==> src/rtl/palindrome_pkg.sv <==
// palindrome_pkg
// Shared definitions for the palindrome arbiter: FSM state encoding,
// default requester count / word width, and the result counter width.
package palindrome_pkg;

  localparam int NUM_REQ_DEF = 4;
  localparam int DATA_W_DEF  = 8;
  localparam int PAL_CNT_W   = 16;

  typedef enum logic [1:0] {
    ST_IDLE = 2'd0,
    ST_EVAL = 2'd1,
    ST_RESP = 2'd2
  } state_e;

endpackage

==> src/rtl/palindrome_unit.sv <==
// palindrome_unit
// Bit-reverses a word, compares it with the original and registers the
// outcome. The registered result changes only when en is high.
// Ports:
//   clk, rst_n   clock, async active-low reset
//   en           capture the compare result this cycle
//   data_in      word under test
//   is_pal       registered result (1 = word equals its bit reversal)
module palindrome_unit #(
  parameter int DATA_W = 8
) (
  input  logic              clk,
  input  logic              rst_n,
  input  logic              en,
  input  logic [DATA_W-1:0] data_in,
  output logic              is_pal
);

  logic [DATA_W-1:0] rev;
  logic              is_pal_d;
  logic              is_pal_q;

  // For odd widths the middle bit maps onto itself, so it never affects
  // the compare.
  always_comb begin
    rev = '0;
    for (int i = 0; i < DATA_W; i++) begin
      rev[i] = data_in[DATA_W-1-i];
    end
  end

  always_comb begin
    is_pal_d = is_pal_q;
    if (en) begin
      is_pal_d = (rev == data_in);
    end
  end

  always_ff @(posedge clk or negedge rst_n) begin
    if (!rst_n) begin
      is_pal_q <= 1'b0;
    end else begin
      is_pal_q <= is_pal_d;
    end
  end

  assign is_pal = is_pal_q;

endmodule

==> src/rtl/palindrome_arbiter.sv <==
// palindrome_arbiter
// Round-robin arbiter sharing one palindrome check engine among NUM_REQ
// requesters. One transaction at a time: accept, evaluate, respond.
// Ports:
//   clk, rst_n   clock, async active-low reset
//   req_valid    per-requester request valid
//   req_data     per-requester word, requester k at [k*DATA_W +: DATA_W]
//   req_ready    per-requester accept (one-hot or zero, IDLE only)
//   rsp_valid    result available (RESP state)
//   rsp_ready    consumer accepts result
//   rsp_id       requester index of the result
//   rsp_data     word that was checked
//   rsp_is_pal   word equals its own bit reversal
//   busy         FSM not IDLE
//   pal_count    saturating count of palindromic responses delivered
//
// state   | meaning
// --------+------------------------------------------------------------
// ST_IDLE | arbitrate; grant and capture the round-robin winner
// ST_EVAL | check engine registers the compare result (one cycle)
// ST_RESP | present the response until rsp_ready
module palindrome_arbiter
  import palindrome_pkg::*;
#(
  parameter  int NUM_REQ = NUM_REQ_DEF,
  parameter  int DATA_W  = DATA_W_DEF,
  localparam int ID_W    = (NUM_REQ > 1) ? $clog2(NUM_REQ) : 1
) (
  input  logic                      clk,
  input  logic                      rst_n,
  input  logic [NUM_REQ-1:0]        req_valid,
  input  logic [NUM_REQ*DATA_W-1:0] req_data,
  output logic [NUM_REQ-1:0]        req_ready,
  output logic                      rsp_valid,
  input  logic                      rsp_ready,
  output logic [ID_W-1:0]           rsp_id,
  output logic [DATA_W-1:0]         rsp_data,
  output logic                      rsp_is_pal,
  output logic                      busy,
  output logic [PAL_CNT_W-1:0]      pal_count
);

  localparam logic [PAL_CNT_W-1:0] PAL_MAX = {PAL_CNT_W{1'b1}};
  localparam logic [ID_W-1:0]      ID_LAST = ID_W'(NUM_REQ - 1);

  state_e               state_d,     state_q;
  logic [ID_W-1:0]      rr_ptr_d,    rr_ptr_q;
  logic [ID_W-1:0]      id_d,        id_q;
  logic [DATA_W-1:0]    data_d,      data_q;
  logic [PAL_CNT_W-1:0] pal_count_d, pal_count_q;

  logic                 grant_found;
  logic [ID_W-1:0]      grant_idx;
  logic [ID_W-1:0]      cand;
  int                   cand_i;
  logic                 unit_en;
  logic                 unit_is_pal;

  // Search starts at rr_ptr and wraps; the first valid requester wins.
  always_comb begin
    grant_found = 1'b0;
    grant_idx   = '0;
    cand        = '0;
    cand_i      = 0;
    for (int i = 0; i < NUM_REQ; i++) begin
      cand_i = int'(rr_ptr_q) + i;
      if (cand_i >= NUM_REQ) begin
        cand_i = cand_i - NUM_REQ;
      end
      cand = ID_W'(cand_i);
      if (!grant_found && req_valid[cand]) begin
        grant_found = 1'b1;
        grant_idx   = cand;
      end
    end
  end

  always_comb begin
    state_d     = state_q;
    rr_ptr_d    = rr_ptr_q;
    id_d        = id_q;
    data_d      = data_q;
    pal_count_d = pal_count_q;
    req_ready   = '0;
    unit_en     = 1'b0;

    case (state_q)
      ST_IDLE: begin
        // req_ready is combinational from req_valid, so a grant is always
        // a transfer. Gated by rst_n so nothing is granted while in reset.
        if (grant_found && rst_n) begin
          req_ready[grant_idx] = 1'b1;
          id_d    = grant_idx;
          data_d  = req_data[int'(grant_idx)*DATA_W +: DATA_W];
          state_d = ST_EVAL;
        end
      end
      ST_EVAL: begin
        unit_en = 1'b1;
        state_d = ST_RESP;
      end
      ST_RESP: begin
        if (rsp_ready) begin
          state_d  = ST_IDLE;
          // Pointer moves only on completion, to the requester after the
          // one just served.
          rr_ptr_d = (id_q == ID_LAST) ? '0 : id_q + ID_W'(1);
          if (unit_is_pal && (pal_count_q != PAL_MAX)) begin
            pal_count_d = pal_count_q + PAL_CNT_W'(1);
          end
        end
      end
      default: begin
        state_d = ST_IDLE;
      end
    endcase
  end

  always_ff @(posedge clk or negedge rst_n) begin
    if (!rst_n) begin
      state_q     <= ST_IDLE;
      rr_ptr_q    <= '0;
      id_q        <= '0;
      data_q      <= '0;
      pal_count_q <= '0;
    end else begin
      state_q     <= state_d;
      rr_ptr_q    <= rr_ptr_d;
      id_q        <= id_d;
      data_q      <= data_d;
      pal_count_q <= pal_count_d;
    end
  end

  palindrome_unit #(
    .DATA_W (DATA_W)
  ) u_unit (
    .clk     (clk),
    .rst_n   (rst_n),
    .en      (unit_en),
    .data_in (data_q),
    .is_pal  (unit_is_pal)
  );

  assign rsp_valid  = (state_q == ST_RESP);
  assign busy       = (state_q != ST_IDLE);
  assign rsp_id     = id_q;
  assign rsp_data   = data_q;
  assign rsp_is_pal = unit_is_pal;
  assign pal_count  = pal_count_q;

endmodule

==> config.mk <==
export PLATFORM = sky130hd
export DESIGN_NAME = palindrome_arbiter
export DESIGN_NICKNAME = d
export VERILOG_FILES = /design/src/rtl/palindrome_pkg.sv /design/src/rtl/palindrome_unit.sv /design/src/rtl/palindrome_arbiter.sv
export SDC_FILE = /design/constraint.sdc
export NUM_CORES = 1
export LEC_CHECK = 0
export ABC_AREA = 0
export BUFFER_PORTS_ARGS = -buffer_cell sky130_fd_sc_hd__buf_2
export CORE_MARGIN = 2
export CORE_UTILIZATION = 43
export CTS_CLUSTER_SIZE = 12
export DETAILED_ROUTE_END_ITERATION = 6
export PLACE_DENSITY = 0.75
export REMOVE_ABC_BUFFERS = 1
export SLEW_MARGIN = 20
export SYNTH_ARGS = -nofsm -noshare
export SYNTH_HDL_FRONTEND = slang
export SYNTH_SLANG_ARGS = --single-unit
==> constraint.sdc <==
create_clock -name clk -period 1.9 [get_ports clk]
set_clock_uncertainty 0.2 [all_clocks]
set_input_delay 0.095 -clock clk [delete_from_list [all_inputs] [get_ports clk]]
set_output_delay 0.095 -clock clk [all_outputs]
set_load 0.02 [all_outputs]
# After elaboration in Yosys (flattened, before gate mapping)
# Cells that the tools add are included.
[word_totals] mem_bits_ro=0 register_bits=31 n_memories=0 ram_bits=0 latchBits=0 inputBits=39 out_inout_bits=33 word_cells=77
[classes] muxes=29 n_div=0 n_reduce_logical=15 eq_ne=7 n_mul=0 n_lt_le_gt_ge=10 n_bitwise=0 addsub=9 shifts=1
[op_table] op="indexed part select 32 x 6 -> 8 bit" n=1
[op_table] op="two-way mux 2 bit" n=11
[op_table] op="adder 16 x 1 -> 16 bit, second input constant" n=1
[op_table] op="!= test 16 bit, second input constant" n=1
[op_table] op="less-than comparator 2 x 3 -> 1 bit, second input constant" n=5
[op_table] op="two-way mux 1 bit" n=10
[op_table] op="greater-or-equal comparator 3 bit, second input constant" n=3
[op_table] op="binary-select mux 1 bit (select 2 bit)" n=4
[op_table] op="== test 8 bit" n=1
[op_table] op="two-way mux 4 bit" n=2
[op_table] op="subtractor 2 x 1 -> 2 bit, second input constant" n=4
[op_table] op="adder 2 x 2 -> 3 bit, second input constant" n=2
[op_table] op="logical AND 1 bit" n=6
[op_table] op="one-hot mux 2 bit (3 select lines)" n=1
[op_table] op="AND reduction 2 bit" n=3
[op_table] op="== test 2 bit, second input constant" n=2
[op_table] op="adder 2 x 1 -> 3 bit, second input constant" n=1
[op_table] op="greater-or-equal comparator 2 x 3 -> 1 bit, second input constant" n=1
[op_table] op="zero test 1 bit" n=3
[op_table] op="AND reduction 3 bit" n=1
[op_table] op="adder 2 x 1 -> 2 bit, second input constant" n=1
[op_table] op="demux 1 bit (select 2 bit)" n=1
[op_table] op="== test 2 x 1 -> 1 bit, second input constant" n=1
[op_table] op="greater-or-equal comparator 2 x 1 -> 1 bit, second input constant" n=1
[op_table] op="other kinds (4)" n=4

# Longest topological paths before layout
[depth] depth_word=20 mapped_depth=6 depth_no_buf=6

# Modules after synthesis
# Synthesis repeated with hierarchy kept, for this count alone.
[hier_totals] cells_unflattened=171 area_unflattened_um2=1815.5
[modules_own_cells] module="palindrome_arbiter" n_inst=1 area_each_um2=1737.9 seq_area_each_um2=750.7 cells_each=164
[modules_own_cells] module="palindrome_unit" n_inst=1 area_each_um2=77.6 seq_area_each_um2=25.0 cells_each=7

# Worst setup path after synthesis
# OpenSTA, ideal clock, no wires.
[synth_timing] path_kind="register -> register" start="register pal_count_q[0] (netlist: pal_count[0])" end="register pal_count_q[1] (netlist: pal_count[1])" t_required_ps=1572 setup_ps=128 path_slack_ps=-85 synth_period_minus_slack_ps=1985 n_path_buf=0 stages_incl_launch_ff=6 arrival_ps=1657 cell_sequence="dfrtp_1 -> ha_1 -> nand3_1 -> nor4_4 -> a21oi_2 -> mux2_1"
[synth_between] elab_chain_cells=3 word_cells_on_any_way=4 classes_between="1 x add/sub; 1 x eq/ne; 2 x reduce/logical"
[synth_lines] element="start, declared" line="palindrome_arbiter.sv:50" rtl="logic [PAL_CNT_W-1:0] pal_count_d, pal_count_q;"
[synth_lines] element="start signal, assigned" line="palindrome_arbiter.sv:131" rtl="pal_count_q <= pal_count_d;"
[synth_lines] element="parallel branches: the longest is 3 deep, another holds adder 16 x 1 -> 16 bit"
# Parallel ways; which one is timed is not known.
# A chain may end at the register's enable or synchronous reset.

# Worst setup path after layout
[layout_timing] start="register rr_ptr_q[1]" end="output port req_ready[2]"
[layout_between] elab_chain_cells=20 word_cells_on_any_way=45 classes_between="7 x add/sub; 6 x order compare; 24 x mux; 8 x reduce/logical"
[layout_lines] element="start, declared" line="palindrome_arbiter.sv:47" rtl="logic [ID_W-1:0] rr_ptr_d, rr_ptr_q;"
[layout_lines] element="start signal, assigned" line="palindrome_arbiter.sv:128" rtl="rr_ptr_q <= rr_ptr_d;"
[layout_lines] element="parallel branches: the longest is 18 deep, another holds adder 2 x 1 -> 3 bit"
[layout_lines] element="two-way mux 4 bit *" line="palindrome_arbiter.sv:91" rtl="if (grant_found && rst_n) begin"
[layout_lines] element="two-way mux 4 bit *" line="palindrome_arbiter.sv:87" rtl="case (state_q)"
[layout_lines] element="end, declared" line="palindrome_arbiter.sv:33" rtl="output logic [NUM_REQ-1:0] req_ready,"
# Every way passes the cells marked *. The select of a mux whose other input is x is not followed.

==> impl_metrics.json <==
{
  "final_util_pct": 73.06,
  "critPathSlowestCell": "dfrtp_2",
  "antenna-diode-count": 0,
  "synthTopCellsByArea": "dfrtp_1 44%, mux2i_1 9.0%, xnor2_1 5.4%",
  "outcome": "finished with violations",
  "layout_min_cycle_time_ns": 1.923,
  "critPathTopFamily": "flip-flops",
  "synth_cells": 162,
  "synth-edff-count": 0,
  "worst_hold_slack_ns": 0.05793,
  "ant_nets": 0,
  "grt_start_max_net_pins": 32,
  "ys_types": 43,
  "hold_violations": 0,
  "grt_setup_unrepaired": "yes",
  "postSynthAreaPerCell_um2": 10.95,
  "fp.dieW_um": 68.24,
  "clock_insertion_delay_worst_skew_ns": 0.28,
  "yosys.area.top_type": "dfrtp_1",
  "detail_route.first_pass.iterations": 4,
  "grt_remaining_overflow": 0,
  "fp.dieArea_um2": 4656,
  "first_global_vias": 1705,
  "critical_path.endpoint_type": "output port",
  "max-vdd-ir-drop_mv": 0.6775,
  "io_pins": 72,
  "finalSetupViolations": 1,
  "ratio_of_cells_with_drive_above_1_in_the_final_layout_pct": 47.77,
  "worstPathMaxFanout": 4,
  "design.core.area_um2": 3971,
  "cap_viol_max_count": 0,
  "drt-wirelength-per-cell_um": 15.44,
  "finalNetCount": 331,
  "synth-async-reset-ratio_pct": 100.0,
  "cp_cell_sequence": "buf_4, o221a_4, nor2_2, a21oi_2, nor3_1, buf_2",
  "yosysWarningCount": 0,
  "worst_slew_margin_rel_pct": 74.14,
  "clock_transition_at_the_registers_of_the_reported_paths_ns": 0.06,
  "leakagePower_nw": 1.440,
  "route.vias.total": 1790,
  "finalCritPeriodShare_pct": 101.2,
  "initial_standard_cell_utilization_of_the_core_pct": 44.68,
  "post-synth-top-area-fraction_pct": 43.72,
  "pwr_density_cell_nw_per_um2": 1061,
  "cts_inserted_buffers": 5,
  "synth_common_cells": "31 x dfrtp_1, 19 x nand2_1, 16 x mux2i_1, 11 x xnor2_1, 10 x nor2_1",
  "max_slew.worst_pin.slew_ns": 0.3879,
  "synth.ff_latch_count": 31,
  "synth.yosys.seq_area_share_pct": 43.72,
  "final_critical_path_setup_slack_ns": -0.02340,
  "crit_path_max_incr_delay_ns": 0.45,
  "fmax_mhz": 519.9,
  "globalRouteTotalUtil_pct": 22.36,
  "setup_crit_start_kind": "flip-flop",
  "critical_path_arrival_ns": 1.63,
  "place.port_buffers": 71,
  "cts_sinks": 31,
  "clock-root-buffer": "clkbuf_8",
  "timing.critical_path.buf_inv": 2,
  "fp.dieH_um": 68.24,
  "antenna_found_initial": 0,
  "initialDrtViolationCount": 62,
  "synth.cell_area_um2": 1774,
  "final.fill_count": 270,
  "clock_tree_from_tritoncts": "yes",
  "viasPerCell": 5.249,
  "area_delta_synth_final_pct": 63.54,
  "detail_route.wirelength_um": 5264,
  "grt_pass1_wl_um": 7776,
  "drc_errors": 0,
  "synthMostInstantiatedCell": "dfrtp_1",
  "worstHoldPathType": "input port to flip-flop",
  "placement.setup.worst_slack_ns": 0.001269,
  "violations": "negative setup slack",
  "htreeDepth": 2,
  "synth_flop_cell": "dfrtp_1",
  "worst-endpoint-required_ns": 1.60,
  "clock_tree_buffer_depth": 2,
  "detailed_place_hpwl_um": 3130,
  "placer_congestion": 0.8501,
  "critPathKind": "flip-flop to output port",
  "placementRows": 23,
  "final-max-slew-violation-count": 0
}
==> routing by layer <==
metal / share of wire [%] / vias up / track usage (%)
met5: 0 / - / 0
met4: 1.3 / 0 / 5.250
met3: 6.6 / 9 / 5.592
met2: 49 / 72 / 36.65
met1: 43 / 861 / 29.65
li1: - / 848 / -
==> state kept, by name, indices dropped and copies added, names as in the netlist <==
signal         count
rsp_data           8
rr_ptr_q           2
u_unit.is_pal      1
rsp_id             2
pal_count         16
state_q            2
==> logic make-up after synthesis <==
logic type / Yosys count / synth area share (%)
XOR/XNOR: 17 / 8.392
AO/OA/AOI/OAI: 22 / 12.84
flip-flops: 31 / 43.72
AND/OR/NAND/NOR: 62 / 19.82
multiplexers: 19 / 10.93
adder cells (fa/ha/maj): 2 / 1.410
buffers and inverters: 9 / 2.891
==> worst min-delay path, delay by kind of cell <==
kind | cells | cell delay (ns)
buffers and inverters | 2 | 0.19
AND/OR/NAND/NOR | 2 | 0.21
==> per-stage QoR <==
stage | cells | area [µm²] | total power (W) | setup TNS, ns
final | 341 | 2902 | 0.003080 | -0.02340
after global routing | 341 | 2902 | 0.003262 | -0.6286
after CTS | 335 | 2709 | 0.002822 | -0.06639
after detailed placement | 291 | 2255 | 0.002241 | 0
after global placement | 291 | 2255 | 0.002208 | 0
after floorplan | 160 | 1749 | 0.001808 | -0.08472
==> path summary, 6_finish.rpt <==
check	cells past startpoint	endpoint	startpoint	slack, ns
max	6	req_ready[2]	rr_ptr_q[1]	-0.02
min	4	state_q[0]	req_valid[1]	0.06
max reg2reg	7	rsp_data[2]	rr_ptr_q[0]	0.02
min reg2reg	1	pal_count[15]	pal_count[15]	0.32
max in group asynchronous	3	rr_ptr_q[0]	rst_n	0.99
min in group asynchronous	3	u_unit.is_pal	rst_n	0.21
==> power by group <==
group | leakage, nW | internal (W) | switching [W]
clock network | 0.0422 | 0.000256 | 0.000234
registers | 0.408 | 0.000826 | 0.000183
logic | 0.990 | 0.000757 | 0.000824
==> area by class of cell <==
class	instances	area, µm²	area share (%)
Clock buffer	7	76.32	2.630
Inverter	7	26.28	0.9056
Tap cell	50	62.56	2.156
Sequential cell	31	778.2	26.82
Clock inverter	1	5.005	0.1725
Timing Repair Buffer	123	884.6	30.49
Multi-Input combinational cell	122	1069	36.83
==> cells in the final DEF (no fill, tap or decap), drive strengths merged, types with 2 or more instances in the layout <==
| cell | Yosys | layout |
|---|---|---|
| nand2 | 21 | 21 |
| dfrtp | 31 | 31 |
| clkbuf | 0 | 8 |
| nor2 | 10 | 10 |
| mux2 | 3 | 3 |
| nor4 | 3 | 3 |
| ha | 2 | 2 |
| nor2b | 3 | 3 |
| inv | 7 | 7 |
| mux2i | 16 | 16 |
| a211o | 2 | 2 |
| xnor2 | 11 | 11 |
| dlygate4sd3 | 0 | 34 |
| a21oi | 4 | 4 |
| nor3 | 5 | 5 |
| and3 | 3 | 3 |
| buf | 2 | 88 |
| nand3 | 7 | 7 |
| o221ai | 8 | 8 |
| nand4 | 5 | 5 |
| xor2 | 6 | 6 |
==> what timing repair did <==
action                                  4_1_cts  5_1_grt
hold buffers                                 34        0
gates cloned                                  0        1
hold endpoints to repair                     42        0
endpoints found under the setup margin        5       20
gates resized for setup                       4       29
buffers inserted                              2        5
pin swaps                                     2       13
No activity file was read; power rests on OpenSTA's default activity.
